`src/rtl/crypt_block_drain_if.sv`:
```
// Block-in / byte-out bundle for the crypt block drain.
// The slave modport is the drain itself; master is the environment around it.
interface crypt_block_drain_if #(
    parameter int BLOCK_BYTES = 16,
    parameter int BYTE_W      = 8,
    parameter int CNT_W       = 16
);
    logic                          abort;
    logic                          blk_valid;
    logic                          blk_ready;
    logic [BLOCK_BYTES*BYTE_W-1:0] blk_data;
    logic                          byte_valid;
    logic                          byte_ready;
    logic [BYTE_W-1:0]             byte_data;
    logic                          byte_last;
    logic                          busy;
    logic [CNT_W-1:0]              blk_count;

    modport slave (
        input  abort, blk_valid, blk_data, byte_ready,
        output blk_ready, byte_valid, byte_data, byte_last, busy, blk_count
    );

    modport master (
        output abort, blk_valid, blk_data, byte_ready,
        input  blk_ready, byte_valid, byte_data, byte_last, busy, blk_count
    );
endinterface

```
`src/rtl/crypt_block_drain.sv`:
```
// Serialises 128-bit cryptographer result blocks onto a byte stream, MSB byte first,
// with an active/pending double buffer so the next block can be handed off early.
module crypt_block_drain #(
    parameter int BLOCK_BYTES = 16,
    parameter int BYTE_W      = 8,
    parameter int CNT_W       = 16
) (
    input  logic                  clk,
    input  logic                  rst,
    crypt_block_drain_if.slave    bus
);
    localparam int DATA_W = BLOCK_BYTES * BYTE_W;
    localparam int IDX_W  = $clog2(BLOCK_BYTES);
    localparam logic [IDX_W-1:0] LAST_IDX = IDX_W'(BLOCK_BYTES - 1);

    typedef enum logic {
        ST_IDLE = 1'b0,
        ST_SEND = 1'b1
    } state_t;

    state_t              r_state;
    logic [DATA_W-1:0]   r_active;
    logic [DATA_W-1:0]   r_pend;
    logic                r_pend_full;
    logic [IDX_W-1:0]    r_idx;
    logic                r_byte_valid;
    logic [BYTE_W-1:0]   r_byte_data;
    logic                r_byte_last;
    logic                r_busy;
    logic [CNT_W-1:0]    r_blk_count;

    logic                w_blk_ready;
    logic                w_accept;
    logic                w_xfer;
    logic                w_last_xfer;
    logic [IDX_W-1:0]    w_idx_nxt;

    // Byte k of a block sits at the k-th byte down from the MSB.
    function automatic logic [BYTE_W-1:0] sel_byte(input logic [DATA_W-1:0] blk,
                                                  input logic [IDX_W-1:0]  k);
        return blk[(BLOCK_BYTES - 1 - int'(k)) * BYTE_W +: BYTE_W];
    endfunction

    assign w_blk_ready = !rst && !bus.abort && !r_pend_full;
    assign w_accept    = bus.blk_valid && w_blk_ready;
    assign w_xfer      = r_byte_valid && bus.byte_ready;
    assign w_last_xfer = w_xfer && (r_idx == LAST_IDX);
    assign w_idx_nxt   = r_idx + IDX_W'(1);

    // Drain FSM, buffers, output byte register and completed-block counter.
    always_ff @(posedge clk) begin
        if (rst) begin
            r_state      <= ST_IDLE;
            r_active     <= '0;
            r_pend       <= '0;
            r_pend_full  <= 1'b0;
            r_idx        <= '0;
            r_byte_valid <= 1'b0;
            r_byte_data  <= '0;
            r_byte_last  <= 1'b0;
            r_busy       <= 1'b0;
            r_blk_count  <= '0;
        end else if (bus.abort) begin
            r_state      <= ST_IDLE;
            r_pend_full  <= 1'b0;
            r_idx        <= '0;
            r_byte_valid <= 1'b0;
            r_byte_data  <= '0;
            r_byte_last  <= 1'b0;
            r_busy       <= 1'b0;
        end else begin
            case (r_state)
                ST_IDLE: begin
                    if (w_accept) begin
                        r_active     <= bus.blk_data;
                        r_idx        <= '0;
                        r_byte_valid <= 1'b1;
                        r_byte_data  <= sel_byte(bus.blk_data, '0);
                        r_byte_last  <= 1'b0;
                        r_busy       <= 1'b1;
                        r_state      <= ST_SEND;
                    end else begin
                        r_state <= ST_IDLE;
                    end
                end
                ST_SEND: begin
                    if (w_last_xfer) begin
                        r_blk_count <= r_blk_count + CNT_W'(1);
                        r_idx       <= '0;
                        r_byte_last <= 1'b0;
                        // Refill from pending first; blk_ready is low then, so no accept clashes.
                        if (r_pend_full) begin
                            r_active    <= r_pend;
                            r_pend_full <= 1'b0;
                            r_byte_data <= sel_byte(r_pend, '0);
                        end else if (w_accept) begin
                            r_active    <= bus.blk_data;
                            r_byte_data <= sel_byte(bus.blk_data, '0);
                        end else begin
                            r_byte_valid <= 1'b0;
                            r_busy       <= 1'b0;
                            r_state      <= ST_IDLE;
                        end
                    end else begin
                        if (w_xfer) begin
                            r_idx       <= w_idx_nxt;
                            r_byte_data <= sel_byte(r_active, w_idx_nxt);
                            r_byte_last <= (w_idx_nxt == LAST_IDX);
                        end else begin
                            r_idx <= r_idx;
                        end
                        if (w_accept) begin
                            r_pend      <= bus.blk_data;
                            r_pend_full <= 1'b1;
                        end else begin
                            r_pend_full <= r_pend_full;
                        end
                    end
                end
                default: begin
                    r_state      <= ST_IDLE;
                    r_byte_valid <= 1'b0;
                    r_byte_last  <= 1'b0;
                    r_busy       <= 1'b0;
                end
            endcase
        end
    end

    assign bus.blk_ready  = w_blk_ready;
    assign bus.byte_valid = r_byte_valid;
    assign bus.byte_data  = r_byte_data;
    assign bus.byte_last  = r_byte_last;
    assign bus.busy       = r_busy;
    assign bus.blk_count  = r_blk_count;
endmodule

```
`src/flat_wrapper.sv`:
```
// flat-port wrapper written by rule: the top's interface ports become plain ports
module crypt_block_drain_flat 
#(
    parameter int BLOCK_BYTES = 16,
    parameter int BYTE_W      = 8,
    parameter int CNT_W       = 16
)
  (clk, rst, bus_abort, bus_blk_valid, bus_blk_data, bus_byte_ready, bus_blk_ready, bus_byte_valid, bus_byte_data, bus_byte_last, bus_busy, bus_blk_count);
  crypt_block_drain_if #(.BLOCK_BYTES(BLOCK_BYTES), .BYTE_W(BYTE_W), .CNT_W(CNT_W)) bus_i ();
  input  logic clk;
  input  logic rst;
  input wire logic [$bits(bus_i.abort)-1:0] bus_abort;
  input wire logic [$bits(bus_i.blk_valid)-1:0] bus_blk_valid;
  input wire logic [$bits(bus_i.blk_data)-1:0] bus_blk_data;
  input wire logic [$bits(bus_i.byte_ready)-1:0] bus_byte_ready;
  output wire logic [$bits(bus_i.blk_ready)-1:0] bus_blk_ready;
  output wire logic [$bits(bus_i.byte_valid)-1:0] bus_byte_valid;
  output wire logic [$bits(bus_i.byte_data)-1:0] bus_byte_data;
  output wire logic [$bits(bus_i.byte_last)-1:0] bus_byte_last;
  output wire logic [$bits(bus_i.busy)-1:0] bus_busy;
  output wire logic [$bits(bus_i.blk_count)-1:0] bus_blk_count;
  assign bus_i.abort = bus_abort;
  assign bus_i.blk_valid = bus_blk_valid;
  assign bus_i.blk_data = bus_blk_data;
  assign bus_i.byte_ready = bus_byte_ready;
  assign bus_blk_ready = bus_i.blk_ready;
  assign bus_byte_valid = bus_i.byte_valid;
  assign bus_byte_data = bus_i.byte_data;
  assign bus_byte_last = bus_i.byte_last;
  assign bus_busy = bus_i.busy;
  assign bus_blk_count = bus_i.blk_count;
  crypt_block_drain #(.BLOCK_BYTES(BLOCK_BYTES), .BYTE_W(BYTE_W), .CNT_W(CNT_W)) u_core (.clk(clk), .rst(rst), .bus(bus_i));
endmodule
```
`config.mk`:
```
export PLATFORM = sky130hd
export DESIGN_NAME = crypt_block_drain_flat
export DESIGN_NICKNAME = d
export VERILOG_FILES = /design/src/rtl/crypt_block_drain_if.sv /design/src/rtl/crypt_block_drain.sv /design/src/flat_wrapper.sv
export SDC_FILE = /design/constraint.sdc
export NUM_CORES = 1
export LEC_CHECK = 0
export BUFFER_PORTS_ARGS = -buffer_cell sky130_fd_sc_hd__buf_2
export CAP_MARGIN = 20
export CORE_AREA = 5 5 168 138
export CTS_BUF_LIST = sky130_fd_sc_hd__clkbuf_4 sky130_fd_sc_hd__clkbuf_8
export DETAILED_ROUTE_END_ITERATION = 12
export DIE_AREA = 0 0 173 143
export GPL_TIMING_DRIVEN = 0
export HOLD_SLACK_MARGIN = 0.02
export PLACE_DENSITY = 0.81
export SLEW_MARGIN = 20
export SYNTH_ARGS = -nofsm -noshare
export SYNTH_HDL_FRONTEND = slang
export SYNTH_SLANG_ARGS = --single-unit
```
`constraint.sdc`:
```
create_clock -name clk -period 2.8 [get_ports clk]
set_clock_uncertainty 0.1 [all_clocks]
set_input_delay 0.56 -clock clk [delete_from_list [all_inputs] [get_ports clk]]
set_output_delay 0.56 -clock clk [all_outputs]
set_load 0.005 [all_outputs]
```
Word-level counts from Yosys, hierarchy flattened:

Cells that the tools add are included.

* bits in read-only memories: 0
* bits of input ports: 133
* memories kept: 0
* logic and storage cells: 66
* output and inout bits: 28
* flip-flop bits (word level): 288
* latch bits: 0
* RAM bits: 0

* $add $sub $neg: 3
* div/mod/pow operators: 0
* $mul: 0
* shift operators: 1
* bitwise operators: 3
* equal/unequal tests: 7
* reductions and logical operators: 16
* mux-type cells: 27
* $lt $le $gt $ge: 0

Operators by type and width (count)
* 2-to-1 mux 128 bit: 3
* case mux 128 bit (2 select lines): 1
* indexed part select 128 x 32 -> 8 bit: 1
* 2-to-1 mux 8 bit: 4
* adder 16 x 1 -> 16 bit (second input constant): 1
* case mux 8 bit (2 select lines): 1
* 2-to-1 mux 4 bit: 3
* 2-to-1 mux 1 bit: 11
* == test 4 bit (second input constant): 2
* case mux 4 bit (2 select lines): 1
* AND reduction 4 bit: 2
* != test 2 bit (second input constant): 3
* case mux 1 bit (2 select lines): 3
* AND reduction 2 bit: 3
* logical AND 1 bit: 5
* subtractor 4 x 4 -> 5 bit (first input constant): 1
* adder 4 x 1 -> 4 bit (second input constant): 1
* zero test 1 bit: 3
* != test 3 bit (second input constant): 1
* inverter 1 bit: 3
* AND reduction 3 bit: 1
* != test 2 x 1 -> 1 bit (second input constant): 1
* nonzero test 2 bit: 1
* OR reduction 2 bit: 1

Longest topological paths before layout:

* depth in word-level cells: 8
* gate-level depth with buffers: 10
* gate-level depth less buffers: 7

Least setup slack after synthesis:

OpenSTA, ideal clock, no wires.

* path type: register to register
* start point: reg u_core.r_idx[0]
* end point: reg u_core.r_byte_data[2], in the netlist u_core.bus.byte_data[2]
* required time: 2566 ps
* setup time: 134 ps
* arrival: 2302 ps
* path slack: 264 ps
* path buffers: 4
* clock period less this slack: 2536 ps
* cell stages (with the launch flop): 11
* cell sequence: dfxtp_1 buf_2 inv_1 ha_1 clkbuf_1 buf_2 buf_1 mux2i_1 a22oi_1 a21oi_1 a211oi_1

* longest elaborated chain between the ends: 6
* elaborated cells between the ends (all ways): 9
* those cells by class: 2 x add/sub; 2 x eq/ne; 1 x shift; 3 x mux; 1 x reduce/logical

RTL lines
* from (decl): line crypt_block_drain.sv:25 `logic [IDX_W-1:0] r_idx;`
* from (signal assigned): line crypt_block_drain.sv:106 `r_idx <= w_idx_nxt;`
* from (signal assigned): line crypt_block_drain.sv:110 `r_idx <= r_idx;`
* adder 4 x 1 -> 4 bit: line crypt_block_drain.sv:48 `assign w_idx_nxt = r_idx + IDX_W'(1);`
* subtractor 4 x 4 -> 5 bit: line crypt_block_drain.sv:41 `return blk[(BLOCK_BYTES - 1 - int'(k)) * BYTE_W +: BYTE_W];`
* indexed part select 128 x 32 -> 8 bit: line crypt_block_drain.sv:41
* 2-to-1 mux 8 bit: line crypt_block_drain.sv:105 `if (w_xfer) begin`
* 2-to-1 mux 8 bit: line crypt_block_drain.sv:87 `if (w_last_xfer) begin`
* case mux 8 bit (2 select lines): line crypt_block_drain.sv:72 `case (r_state)`
* to (signal assigned): line crypt_block_drain.sv:78 `r_byte_data <= sel_byte(bus.blk_data, '0);`
* to (signal assigned): line crypt_block_drain.sv:95 `r_byte_data <= sel_byte(r_pend, '0);`
* to (signal assigned): line crypt_block_drain.sv:107 `r_byte_data <= sel_byte(r_active, w_idx_nxt);`
* to (decl): line crypt_block_drain.sv:27 `logic [BYTE_W-1:0] r_byte_data;`

Parallel ways exist; a longest one is shown, timed or not. The select of a mux whose other input is x is not followed.
A chain may end at the register's enable or synchronous reset.

Worst setup path after layout:

Same ends and word-level chain as after synthesis.

==> results.cfg <==
[status]
status = complete, no violations

[flow_run]
drv_cap = 0

[worst_setup_path]
cp_data_arrival_time_ps = 3040
cp_max_fo = 10
end_kind = flip-flop
cp_data_required_time_ps = 3120
startpoint_type = flip-flop
critical_path_class = reg2reg

[placed_design]
gp_congestion = 0.988
post_dp_cell_area_sq_mm = 0.0137
place.detailed.hpwl_um = 27200
dp_cells = 1977
port_buffers = 159

[detailed_routing]
antenna_left = 0
wl_um = 38400
drt-initial-drc-count = 1442
wire_per_inst_um = 18.7
route.detailed.drc = 0
vias_per_cell = 6.02
dr.pass1.iters = 6
vias = 12400

[finish]
fill_cells = 1789
stdcell_area_sq_mm = 0.0147
register_area_sq_mm = 0.00577
syn_to_final_growth_pct = 16.8
layout-drive-gt1-share = 0.179
instances_no_fill = 2056
nets = 1886
multi_input_area_sq_mm = 0.00608

[logic_synthesis]
syn_inst = 1543
synth_edf_count = 0
synth-seq-area-share = 0.460
synth_seq_cells = 288
synth_ff_type = dfxtp_1
syn_area_sq_mm = 0.0125
avgSynthCellArea_sq_um = 8.13
ys_types = 43
synth_nets = 1679
yosys_warnings = 0
synth_top_area_cell = dfxtp_1
ys_async_sr_fraction = 0
synth.top_cell.area_share = 0.460
synth_area_leaders = dfxtp_1 46%, nand2_1 11%, a21oi_1 6.5%

[die]
fp.dieW_um = 173
io_pins = 161
dieArea_sq_mm = 0.0247
std_cell_rows = 48
core_area_sq_mm = 0.0213
initial_core_util = 0.590
die_h_um = 143

[global_route]
grt_pass1_wl_um = 60400
grtUsageTotal = 0.301
antenna_found_initial = 1
grt_pass1_vias = 11500
grt_max_degree = 12
grt.overflow.total = 0

[clock_tree]
cts_root_buf = clkbuf_8
clkLatencyLatePin_ps = 550
htree_levels = 2
clock_path_buffers = 3
clkTransAtPathRegs_ps = 60
cts_buffers = 46
cts.sink_count = 288
cts_tree = done

[timing]
fin_crit_ps = 2720
worst_pin_slew_ps = 968
setup_viol = 0
drv_slew = 0
final.period_utilization = 0.971
hold_viol = 0
fmax_mhz = 368
relSlewSlack = 0.355

[power_and_ir_drop]
leakage_nw = 5.46
ir_drop_v = 0.000373
powerDensity_mw_per_mm2 = 581

[hold_path]
min_path_type = in2reg
state kept, by name (all words and copies together) (netlist names):
| signal | count |
|---|---|
| u_core.r_pend | 128 |
| u_core.r_state | 1 |
| u_core.bus.byte_data | 8 |
| u_core.r_active | 128 |
| u_core.r_idx | 4 |
| u_core.r_pend_full | 1 |
| u_core.bus.blk_count | 16 |
| u_core.bus.byte_last | 1 |
| u_core.bus.byte_valid | 1 |
final timing paths:
path,startpoint,to,slack (ps),cells past startpoint
setup / recovery,u_core.r_idx[0],u_core.bus.byte_data[2],80,10
hold / removal,bus_blk_data[104],u_core.r_pend[104],150,3
setup reg to reg,u_core.r_idx[0],u_core.bus.byte_data[2],80,10
hold reg to reg,u_core.r_pend[68],u_core.r_pend[68],350,2
final cells by class:
cell class                      count  area share
Inverter                           19     0.00487
Tap cell                          275      0.0235
Clock buffer                       75      0.0606
Timing Repair Buffer              159      0.0543
Multi-Input combinational cell   1098       0.415
Antenna cell                        1    0.000171
Buffer                            138      0.0451
Clock inverter                      3     0.00290
Sequential cell                   288       0.393
report_power, final:
group / total, mW / switching, mW / internal (mW)
logic: 0.583 / 0.368 / 0.215
registers: 4.24 / 0.0555 / 4.18
clock network: 3.69 / 1.62 / 2.08
cell usage in the layout (no fill, tap or decap), types with 2 or more instances in the layout:
master    Yosys  final
nand2_1     381    381
dfxtp_1     288    287
buf_2        31    188
nor2_1      170    170
a21oi_1     164    161
clkbuf_1     92     89
a211oi_1     80     80
o22ai_1      79     79
clkbuf_8      0     52
a311oi_1     37     37
mux2i_1      35     35
clkbuf_4      0     26
inv_1        19     19
a22oi_1      16     16
mux4_2       16     16
xnor2_1      14     14
o21ai_0      13     13
o211ai_1     12     12
nand3_1      10     10
a221oi_1     10     10
buf_6        10     10
a311oi_2     10     10
nor4_1        7      7
a31oi_1       6      6
buf_4         2      5
nand4_1       5      5
nor3_1        6      5
xor2_1        3      3
nor2b_1       3      3
a21oi_2       0      3
ha_1          3      3
and4_1        2      2
and2_1        2      2
a22o_1        2      2
or3_1         2      2
metrics by stage:
step	hold slack [ps]	util	setup WS, ps	power (mW)	setup TNS, ps
after floorplan	336	-	264	4.62	0
after global placement	341	0.644	-477	4.87	-5010
after detailed placement	347	0.644	-464	4.88	-12110
after CTS	139	0.688	12.6	8.52	0
after global routing	138	0.689	-3.75	8.80	-3.75
final	145	0.689	81.1	8.51	0
logic make-up after synthesis:
group | share of synthesized area
simple gates | 0.186
compound gates | 0.226
flops | 0.460
buf+inv | 0.0567
mux | 0.0567
xor+xnor | 0.0119
fa+ha+maj | 0.00299
Yosys cell counts (3+ instances only):
cell and number:
nand2_1 381, clkbuf_1 92, o211ai_1 12, dfxtp_1 288
xor2_1 3, a311oi_2 10, buf_1 3, mux2i_1 35
nor2b_1 3, buf_2 31, o21ai_0 13, xnor2_1 14
a22oi_1 16, nor4_1 7, a311oi_1 37, mux4_2 16
a21oi_1 164, nor3_1 6, nor2_1 170, o22ai_1 79
ha_1 3, inv_1 19, a31oi_1 6, nand3_1 10
buf_6 10, a211oi_1 80, a221oi_1 10, nand4_1 5
worst max-delay path: stages, from the launching register on:
cell	delay, ps
dfxtp_2	410
buf_4	230
inv_1	90
ha_1	280
clkbuf_1	160
clkbuf_4	310
mux4_2	340
nand2_1	80
a21oi_1	100
a21oi_1	330
a211oi_1	130
layer usage:
metal / share of wire / global-route usage / wire, um / up-vias
li1: - / - / - / 5843
met1: 0.44 / 0.434 / 16800 / 5809
met2: 0.42 / 0.448 / 16300 / 639
met4: 0.025 / 0.0940 / 961 / 0
met5: 0 / 0 / 0 / -
met3: 0.11 / 0.0731 / 4310 / 86
repair_timing:
item                                    CTS  global route
resized for setup                         7            11
endpoints found under the setup margin   53           105
setup buffers                             0             0
hold buffers                              0             0
pin swaps                                 0             0
Note: power is estimated with default switching activity, not from simulation.
